**config.mk**
```make
export PLATFORM = sky130hd
export DESIGN_NAME = uart_fifo
export DESIGN_NICKNAME = d
export VERILOG_FILES = /design/src/rtl/uart_fifo.sv
export SDC_FILE = /design/constraint.sdc
export NUM_CORES = 1
export LEC_CHECK = 0
export BUFFER_PORTS_ARGS = -buffer_cell sky130_fd_sc_hd__buf_2
export CAP_MARGIN = 15
export CELL_PAD_IN_SITES_DETAIL_PLACEMENT = 0
export CELL_PAD_IN_SITES_GLOBAL_PLACEMENT = 2
export CORE_MARGIN = 2
export CORE_UTILIZATION = 45
export CTS_BUF_LIST = sky130_fd_sc_hd__clkbuf_16
export DETAILED_ROUTE_END_ITERATION = 10
export PLACE_DENSITY = 0.75
export SLEW_MARGIN = 20
export SYNTH_ARGS = -nofsm -noshare
export SYNTH_HDL_FRONTEND = slang
export SYNTH_HIERARCHICAL = 1
export SYNTH_SLANG_ARGS = --single-unit
```
**constraint.sdc**
```tcl
create_clock -name clock -period 5.67 [get_ports clock]
set_clock_uncertainty 0.1 [all_clocks]
set_input_delay 0 -clock clock [delete_from_list [all_inputs] [get_ports clock]]
set_output_delay 0 -clock clock [all_outputs]
set_load 0.03 [all_outputs]
```
**src/rtl/uart_fifo.sv**
```systemverilog
// Buffered UART: TX/RX FIFOs with valid/ready handshakes, configurable baud,
// data width and parity, plus framing/parity/overrun error pulses.

module uart_fifo_buf #(
    parameter int WIDTH = 8,
    parameter int DEPTH = 16
) (
    input  logic                       clock,
    input  logic                       reset_n,
    input  logic                       wr_en,
    input  logic [WIDTH-1:0]           wr_data,
    input  logic                       rd_en,
    output logic [WIDTH-1:0]           rd_data,
    output logic [$clog2(DEPTH+1)-1:0] level,
    output logic                       full,
    output logic                       empty
);
    localparam int PTR_W = $clog2(DEPTH);
    localparam int LVL_W = $clog2(DEPTH+1);

    logic [WIDTH-1:0] mem [DEPTH];
    logic [PTR_W-1:0] wr_ptr;
    logic [PTR_W-1:0] rd_ptr;
    logic             do_wr;
    logic             do_rd;

    assign full    = (level == LVL_W'(DEPTH));
    assign empty   = (level == '0);
    // A write into a full buffer is still accepted when the head leaves in the same cycle.
    assign do_wr   = wr_en && (!full || rd_en);
    assign do_rd   = rd_en && !empty;
    assign rd_data = mem[rd_ptr];

    // Pointers wrap modulo DEPTH; level tells full from empty.
    always_ff @(posedge clock or negedge reset_n) begin
        if (!reset_n) begin
            wr_ptr <= '0;
            rd_ptr <= '0;
            level  <= '0;
        end else begin
            if (do_wr) wr_ptr <= wr_ptr + PTR_W'(1);
            if (do_rd) rd_ptr <= rd_ptr + PTR_W'(1);
            if (do_wr && !do_rd)      level <= level + LVL_W'(1);
            else if (!do_wr && do_rd) level <= level - LVL_W'(1);
        end
    end

    // Storage carries data only, so it is left out of reset.
    always_ff @(posedge clock) begin
        if (do_wr) mem[wr_ptr] <= wr_data;
    end
endmodule

module uart_fifo #(
    parameter int CLK_HZ    = 100_000_000,
    parameter int BAUD      = 2_000_000,
    parameter int DATA_BITS = 8,
    parameter int PARITY    = 0,
    parameter int TX_DEPTH  = 16,
    parameter int RX_DEPTH  = 16
) (
    input  logic                          clock,
    input  logic                          reset_n,
    input  logic                          UART_RX,
    output logic                          UART_TX,
    input  logic                          tx_valid,
    input  logic [DATA_BITS-1:0]          tx_data,
    output logic                          tx_ready,
    output logic                          rx_valid,
    output logic [DATA_BITS-1:0]          rx_data,
    input  logic                          rx_ready,
    output logic [$clog2(TX_DEPTH+1)-1:0] tx_level,
    output logic [$clog2(RX_DEPTH+1)-1:0] rx_level,
    output logic                          rx_parity_err,
    output logic                          rx_frame_err,
    output logic                          rx_overrun
);
    localparam int DIV   = CLK_HZ / BAUD;
    localparam int CNT_W = $clog2(DIV);
    localparam int BIT_W = $clog2(DATA_BITS);
    localparam logic [CNT_W-1:0] BIT_LAST  = CNT_W'(DIV - 1);
    localparam logic [CNT_W-1:0] HALF_LAST = CNT_W'(DIV / 2 - 1);
    localparam logic [BIT_W-1:0] DATA_LAST = BIT_W'(DATA_BITS - 1);

    typedef enum logic [2:0] {TX_IDLE, TX_START, TX_DATA, TX_PARITY, TX_STOP} tx_state_t;
    typedef enum logic [2:0] {RX_IDLE, RX_START, RX_DATA, RX_PARITY, RX_STOP, RX_BREAK} rx_state_t;

    // Parity bit for a word: even = XOR of data, odd = its inverse.
    function automatic logic parity_of(input logic [DATA_BITS-1:0] d);
        return (^d) ^ (PARITY == 1);
    endfunction

    // ---------------- TX path ----------------
    tx_state_t              tx_state, tx_state_n;
    logic [CNT_W-1:0]       tx_cnt, tx_cnt_n;
    logic [BIT_W-1:0]       tx_bit, tx_bit_n;
    logic [DATA_BITS-1:0]   tx_shift, tx_shift_nx, tx_head;
    logic                   tx_par, tx_par_nx, tx_line_n;
    logic                   tx_load, tx_shift_en, tx_full, tx_empty;

    assign tx_ready = !tx_full;

    uart_fifo_buf #(.WIDTH(DATA_BITS), .DEPTH(TX_DEPTH)) u_tx_fifo (
        .clock(clock), .reset_n(reset_n),
        .wr_en(tx_valid && tx_ready), .wr_data(tx_data),
        .rd_en(tx_load), .rd_data(tx_head),
        .level(tx_level), .full(tx_full), .empty(tx_empty)
    );

    // TX next state: each bit holds for DIV clocks; a waiting byte starts right after STOP.
    always_comb begin
        tx_state_n  = tx_state;
        tx_cnt_n    = tx_cnt + CNT_W'(1);
        tx_bit_n    = tx_bit;
        tx_load     = 1'b0;
        tx_shift_en = 1'b0;
        case (tx_state)
            TX_IDLE: begin
                tx_cnt_n = '0;
                if (!tx_empty) begin
                    tx_load    = 1'b1;
                    tx_state_n = TX_START;
                end
            end
            TX_START: begin
                if (tx_cnt == BIT_LAST) begin
                    tx_cnt_n   = '0;
                    tx_bit_n   = '0;
                    tx_state_n = TX_DATA;
                end
            end
            TX_DATA: begin
                if (tx_cnt == BIT_LAST) begin
                    tx_cnt_n    = '0;
                    tx_shift_en = 1'b1;
                    if (tx_bit == DATA_LAST) begin
                        if (PARITY != 0) tx_state_n = TX_PARITY;
                        else             tx_state_n = TX_STOP;
                    end else begin
                        tx_bit_n = tx_bit + BIT_W'(1);
                    end
                end
            end
            TX_PARITY: begin
                if (tx_cnt == BIT_LAST) begin
                    tx_cnt_n   = '0;
                    tx_state_n = TX_STOP;
                end
            end
            TX_STOP: begin
                if (tx_cnt == BIT_LAST) begin
                    tx_cnt_n = '0;
                    if (!tx_empty) begin
                        tx_load    = 1'b1;
                        tx_state_n = TX_START;
                    end else begin
                        tx_state_n = TX_IDLE;
                    end
                end
            end
            default: tx_state_n = TX_IDLE;
        endcase

        tx_shift_nx = tx_load ? tx_head : (tx_shift_en ? (tx_shift >> 1) : tx_shift);
        tx_par_nx   = tx_load ? parity_of(tx_head) : tx_par;
        case (tx_state_n)
            TX_START:  tx_line_n = 1'b0;
            TX_DATA:   tx_line_n = tx_shift_nx[0];
            TX_PARITY: tx_line_n = tx_par_nx;
            default:   tx_line_n = 1'b1;
        endcase
    end

    // TX control state; the line is registered so it changes exactly on bit boundaries.
    always_ff @(posedge clock or negedge reset_n) begin
        if (!reset_n) begin
            tx_state <= TX_IDLE;
            tx_cnt   <= '0;
            tx_bit   <= '0;
            UART_TX  <= 1'b1;
        end else begin
            tx_state <= tx_state_n;
            tx_cnt   <= tx_cnt_n;
            tx_bit   <= tx_bit_n;
            UART_TX  <= tx_line_n;
        end
    end

    // TX shift register and parity bit (data only).
    always_ff @(posedge clock) begin
        tx_shift <= tx_shift_nx;
        tx_par   <= tx_par_nx;
    end

    // ---------------- RX path ----------------
    rx_state_t              rx_state, rx_state_n;
    logic [CNT_W-1:0]       rx_cnt, rx_cnt_n;
    logic [BIT_W-1:0]       rx_bit, rx_bit_n;
    logic [DATA_BITS-1:0]   rx_shift;
    logic                   rx_par, rx_shift_en, rx_par_en, rx_done, rx_par_ok;
    logic                   rx_sync_p0, rx_sync_p1, rx_sync_p2;
    logic                   rx_wr_vld, rx_full, rx_empty, rx_pop;

    assign rx_valid  = !rx_empty;
    assign rx_pop    = rx_valid && rx_ready;
    assign rx_par_ok = (PARITY == 0) || (rx_par == parity_of(rx_shift));

    uart_fifo_buf #(.WIDTH(DATA_BITS), .DEPTH(RX_DEPTH)) u_rx_fifo (
        .clock(clock), .reset_n(reset_n),
        .wr_en(rx_wr_vld), .wr_data(rx_shift),
        .rd_en(rx_pop), .rd_data(rx_data),
        .level(rx_level), .full(rx_full), .empty(rx_empty)
    );

    // Synchroniser: p0/p1 resolve metastability, p2 keeps the previous value for edge detect.
    always_ff @(posedge clock or negedge reset_n) begin
        if (!reset_n) begin
            rx_sync_p0 <= 1'b1;
            rx_sync_p1 <= 1'b1;
            rx_sync_p2 <= 1'b1;
        end else begin
            rx_sync_p0 <= UART_RX;
            rx_sync_p1 <= rx_sync_p0;
            rx_sync_p2 <= rx_sync_p1;
        end
    end

    // RX next state: sample start at DIV/2, then every bit at its midpoint.
    always_comb begin
        rx_state_n  = rx_state;
        rx_cnt_n    = rx_cnt + CNT_W'(1);
        rx_bit_n    = rx_bit;
        rx_shift_en = 1'b0;
        rx_par_en   = 1'b0;
        rx_done     = 1'b0;
        case (rx_state)
            RX_IDLE: begin
                rx_cnt_n = '0;
                if (rx_sync_p2 && !rx_sync_p1) rx_state_n = RX_START;
            end
            RX_START: begin
                if (rx_cnt == HALF_LAST) begin
                    rx_cnt_n = '0;
                    rx_bit_n = '0;
                    // A start bit that is high again by its midpoint is a glitch.
                    if (rx_sync_p1) rx_state_n = RX_IDLE;
                    else            rx_state_n = RX_DATA;
                end
            end
            RX_DATA: begin
                if (rx_cnt == BIT_LAST) begin
                    rx_cnt_n    = '0;
                    rx_shift_en = 1'b1;
                    if (rx_bit == DATA_LAST) begin
                        if (PARITY != 0) rx_state_n = RX_PARITY;
                        else             rx_state_n = RX_STOP;
                    end else begin
                        rx_bit_n = rx_bit + BIT_W'(1);
                    end
                end
            end
            RX_PARITY: begin
                if (rx_cnt == BIT_LAST) begin
                    rx_cnt_n   = '0;
                    rx_par_en  = 1'b1;
                    rx_state_n = RX_STOP;
                end
            end
            RX_STOP: begin
                if (rx_cnt == BIT_LAST) begin
                    rx_cnt_n = '0;
                    rx_done  = 1'b1;
                    // A low stop bit may be a break: wait for the line to go high.
                    if (rx_sync_p1) rx_state_n = RX_IDLE;
                    else            rx_state_n = RX_BREAK;
                end
            end
            RX_BREAK: begin
                rx_cnt_n = '0;
                if (rx_sync_p1) rx_state_n = RX_IDLE;
            end
            default: rx_state_n = RX_IDLE;
        endcase
    end

    // RX control state and the one-cycle result pulses.
    always_ff @(posedge clock or negedge reset_n) begin
        if (!reset_n) begin
            rx_state      <= RX_IDLE;
            rx_cnt        <= '0;
            rx_bit        <= '0;
            rx_wr_vld     <= 1'b0;
            rx_parity_err <= 1'b0;
            rx_frame_err  <= 1'b0;
            rx_overrun    <= 1'b0;
        end else begin
            rx_state      <= rx_state_n;
            rx_cnt        <= rx_cnt_n;
            rx_bit        <= rx_bit_n;
            rx_wr_vld     <= rx_done && rx_sync_p1 && rx_par_ok;
            rx_parity_err <= rx_done && !rx_par_ok;
            rx_frame_err  <= rx_done && !rx_sync_p1;
            rx_overrun    <= rx_wr_vld && rx_full && !rx_pop;
        end
    end

    // RX data capture, LSB first (data only).
    always_ff @(posedge clock) begin
        if (rx_shift_en) rx_shift <= {rx_sync_p1, rx_shift[DATA_BITS-1:1]};
        if (rx_par_en)   rx_par   <= rx_sync_p1;
    end
endmodule

```
==> summary.md <==
| Metric | Value |
|---|---|
| # port buffers | `35` |
| Chip width | `178 um` |
| Post-DP HPWL | `17.9 mm` |
| CTS Buffer Depth | `3` |
| CP bufs+invs | `1` |
| Most frequent cells in the layout | `edfxtp_1, mux2i_1, nor2_1, dfrtp_1, nand2_1` |
| Clock share of power | `40.3%` |
| Clock slew at reported path FFs | `60 ps` |
| Synth cell types | `58` |
| GPL Wtd Cong | `0.798` |
| Area leader, netlist | `edfxtp_1` |
| Relative slew slack | `35.0%` |
| Post-DP Area | `0.0142 mm2` |
| Share of power burned in registers | `51.0%` |
| All-Layer GR Usage | `17.8%` |
| Layout cells sized above 1 | `17.3%` |
| Final Hold Viols | `0` |
| RSZ-0062 raised after global routing | `no` |
| Post-synthesis sequential area ratio | `70.2%` |
| Peak supply drop | `256 uV` |
| Final WS setup | `1840 ps` |
| Ant diodes | `0` |
| Vias | `7172` |
| Row cnt | `63` |
| Status | `finished, final reports clean` |
| Largest net degree at the start of global routing | `58` |
| First-pass GRT wire length | `42.5 mm` |
| H-tree depth | `2` |
| DRC Markers | `0` |
| Share of the synthesized area in the top cell type | `59.4%` |
| Design area | `0.0155 mm2` |
| WL/cell | `20.7 um` |
| Final cell count without fillers | `1303` |
| Placed instance count | `1226` |
| Die Height | `178 um` |
| Post-synth top flop | `edfxtp_1` |
| Worst hold slack | `56.7 ps` |
| Post-synth EDFFs | `271` |
| Postcts setup bufs | `0` |
| PwrDens | `363 mW/mm2` |
| Synthesis warning total | `6` |
| Switching Share | `23.0%` |
| Period utilization | `67.6%` |
| Top cells by area, synth | `edfxtp_1, dfrtp_1, mux4_2` |
| Cell family with most CP delay | `compound AO/OA/AOI/OAI gates` |
| WS Path Type | `register to register` |
| Most common cell after layout, fill and taps aside | `edfxtp_1` |
| Leak pwr | `5.59 nW` |
| Crit end category | `register` |
| Combinational share of power | `8.7%` |
| Hold WC Path Type | `input pin to register` |
| Least-Margin Pin Slew | `967 ps` |
| Initial drt markers | `485` |
| Drt total wl | `27.0 mm` |
| Die Area | `0.0318 mm2` |
| Critical-path maximum fanout | `16` |
| Worst skew pair latency | `510 ps` |
| Clock root cell | `clkbuf_16` |
| Fmax | `261 MHz` |
| CTS Sinks | `330` |
| Max-Cap Viols | `0` |
| DR pass1 iterations | `5` |
| Slowest CP cell | `o31a_1` |
| Area Overhead vs Synth | `13.3%` |
| Fillers | `2432` |
| Starting Density | `46.0%` |
| Final Setup Violations | `0` |
| Synth Instances | `840` |
| TritonCTS clock tree | `built` |
| Switching Power | `0.00130 W` |
| Final number of max-transition violations | `0` |
| Dpl ws | `1820 ps` |
| Mapped Area | `0.0137 mm2` |
| Mapped Avg Cell Area | `16.3 um2` |
| Vias in the first global route | `7435` |
| Vias per cell | `5.50` |
| Arrival @ worst endpoint | `4150 ps` |
| Synth async-reset ratio | `17.3%` |
| CTS buffer count | `36` |
| Initial antenna violation count | `0` |
| Internal | `0.00434 W` |
| Slowest stage delay, CP | `530 ps` |
| Startpoint types | `register` |
| Final #Nets | `927` |
| Min cycle time layout | `3830 ps` |
| Crit path cell chain | `or4_4, nor2_1, or4_1, o21ai_2, o31a_1, ha_1, inv_1, fa_1, a21o_1, a21oi_1, mux2i_1, xnor2_1` |
| Setup TNS | `0 ps` |
| WP data required | `5990 ps` |
| Final ANT Viol Nets | `0` |
| Core area | `0.0298 mm2` |
| Yosys reg bits | `330` |
| # IOs | `37` |
| Post-Syn Nets | `882` |
| Global route overflow | `0` |
[per-stage QoR]
stage	total power, W	util, %
after floorplan	0.00326	-
after global placement	0.00338	47.6
after detailed placement	0.00341	47.6
after CTS	0.00571	52.0
after global routing	0.00588	52.1
final	0.00564	52.1
[worst paths after layout]
path | from | to | slack [ps] | cells past startpoint
min in group asynchronous | reset_n | u_rx_fifo/level[3] | 80 | 3
max | u_tx_fifo/level[0] | u_tx_fifo/level[4] | 1840 | 12
min reg2reg | rx_sync_p0 | rx_sync_p1 | 250 | 0
max in group asynchronous | reset_n | u_tx_fifo/rd_ptr[0] | 4800 | 3
min | UART_RX | rx_sync_p0 | 60 | 2
max reg2reg | u_tx_fifo/level[0] | u_tx_fifo/level[4] | 1840 | 12
[what timing repair did]
action	4_1_cts	5_1_grt
endpoints found under the setup margin	0	0
hold buffers	11	0
resized for setup	0	0
endpoints found under the hold margin	189	0
[power groups by stage]
stage / clock network (W) / registers [W] / logic [W]
after floorplan: 0 / 0.00290 / 0.000356
after global placement: 0 / 0.00291 / 0.000476
after detailed placement: 0 / 0.00292 / 0.000488
after CTS: 0.00234 / 0.00287 / 0.000496
after global routing: 0.00245 / 0.00289 / 0.000546
final: 0.00227 / 0.00287 / 0.000492
[Yosys cell counts (all sizes together) (6+ instances only)]
cell type,number
a21oi,6
a221oi,33
a22o,6
a22oi,17
buf,28
clkbuf,15
dfrtp,53
edfxtp,271
ha,27
inv,20
mux2i,68
mux4,32
nand2,48
nand2b,7
nand3,9
nor2,55
nor2b,6
nor3,13
o21ai,34
xnor2,29
xor2,6
[state kept, by name, summed over array words and instances, names as in the netlist, 3 cells and up]
| name | count |
|---|---|
| tx_bit | 3 |
| tx_shift | 8 |
| tx_state | 3 |
| tx_cnt | 6 |
| u_rx_fifo/level | 5 |
| rx_cnt | 6 |
| rx_state | 3 |
| rx_bit | 3 |
| u_rx_fifo/rd_ptr | 4 |
| u_rx_fifo/mem | 128 |
| rx_shift | 8 |
| u_tx_fifo/mem | 128 |
| u_tx_fifo/wr_ptr | 4 |
| u_tx_fifo/level | 5 |
| u_tx_fifo/rd_ptr | 4 |
| u_rx_fifo/wr_ptr | 4 |
[cell type report]
cell class                 count  area (um2)  share of cell area [%]
sequential                   330        9610                    61.9
multi-input combinational    447        3840                    24.8
clock buffer                  38         951                    6.13
tap                          390         488                    3.14
timing repair buffer          50         315                    2.03
clock inverter                28         233                    1.50
inverter                      20        75.1                   0.484
[cells by family after synthesis]
logic type,share of synthesized area [%]
flops,70.2
simple gates,6.11
compound gates,6.07
mux,10.6
buf+inv,2.07
xor+xnor,2.24
fa+ha+maj,2.76
other cells,0.0274
[routing by layer]
| layer | global-route usage, % | up-vias | wire length, um |
|---|---|---|---|
| li1 | - | 3341 | - |
| met1 | 22.4 | 3630 | 11300 |
| met2 | 31.0 | 150 | 13900 |
| met3 | 3.09 | 51 | 1050 |
| met4 | 6.00 | 0 | 746 |
| met5 | 0 | - | 0 |
Note: power is estimated with default switching activity, not from simulation.
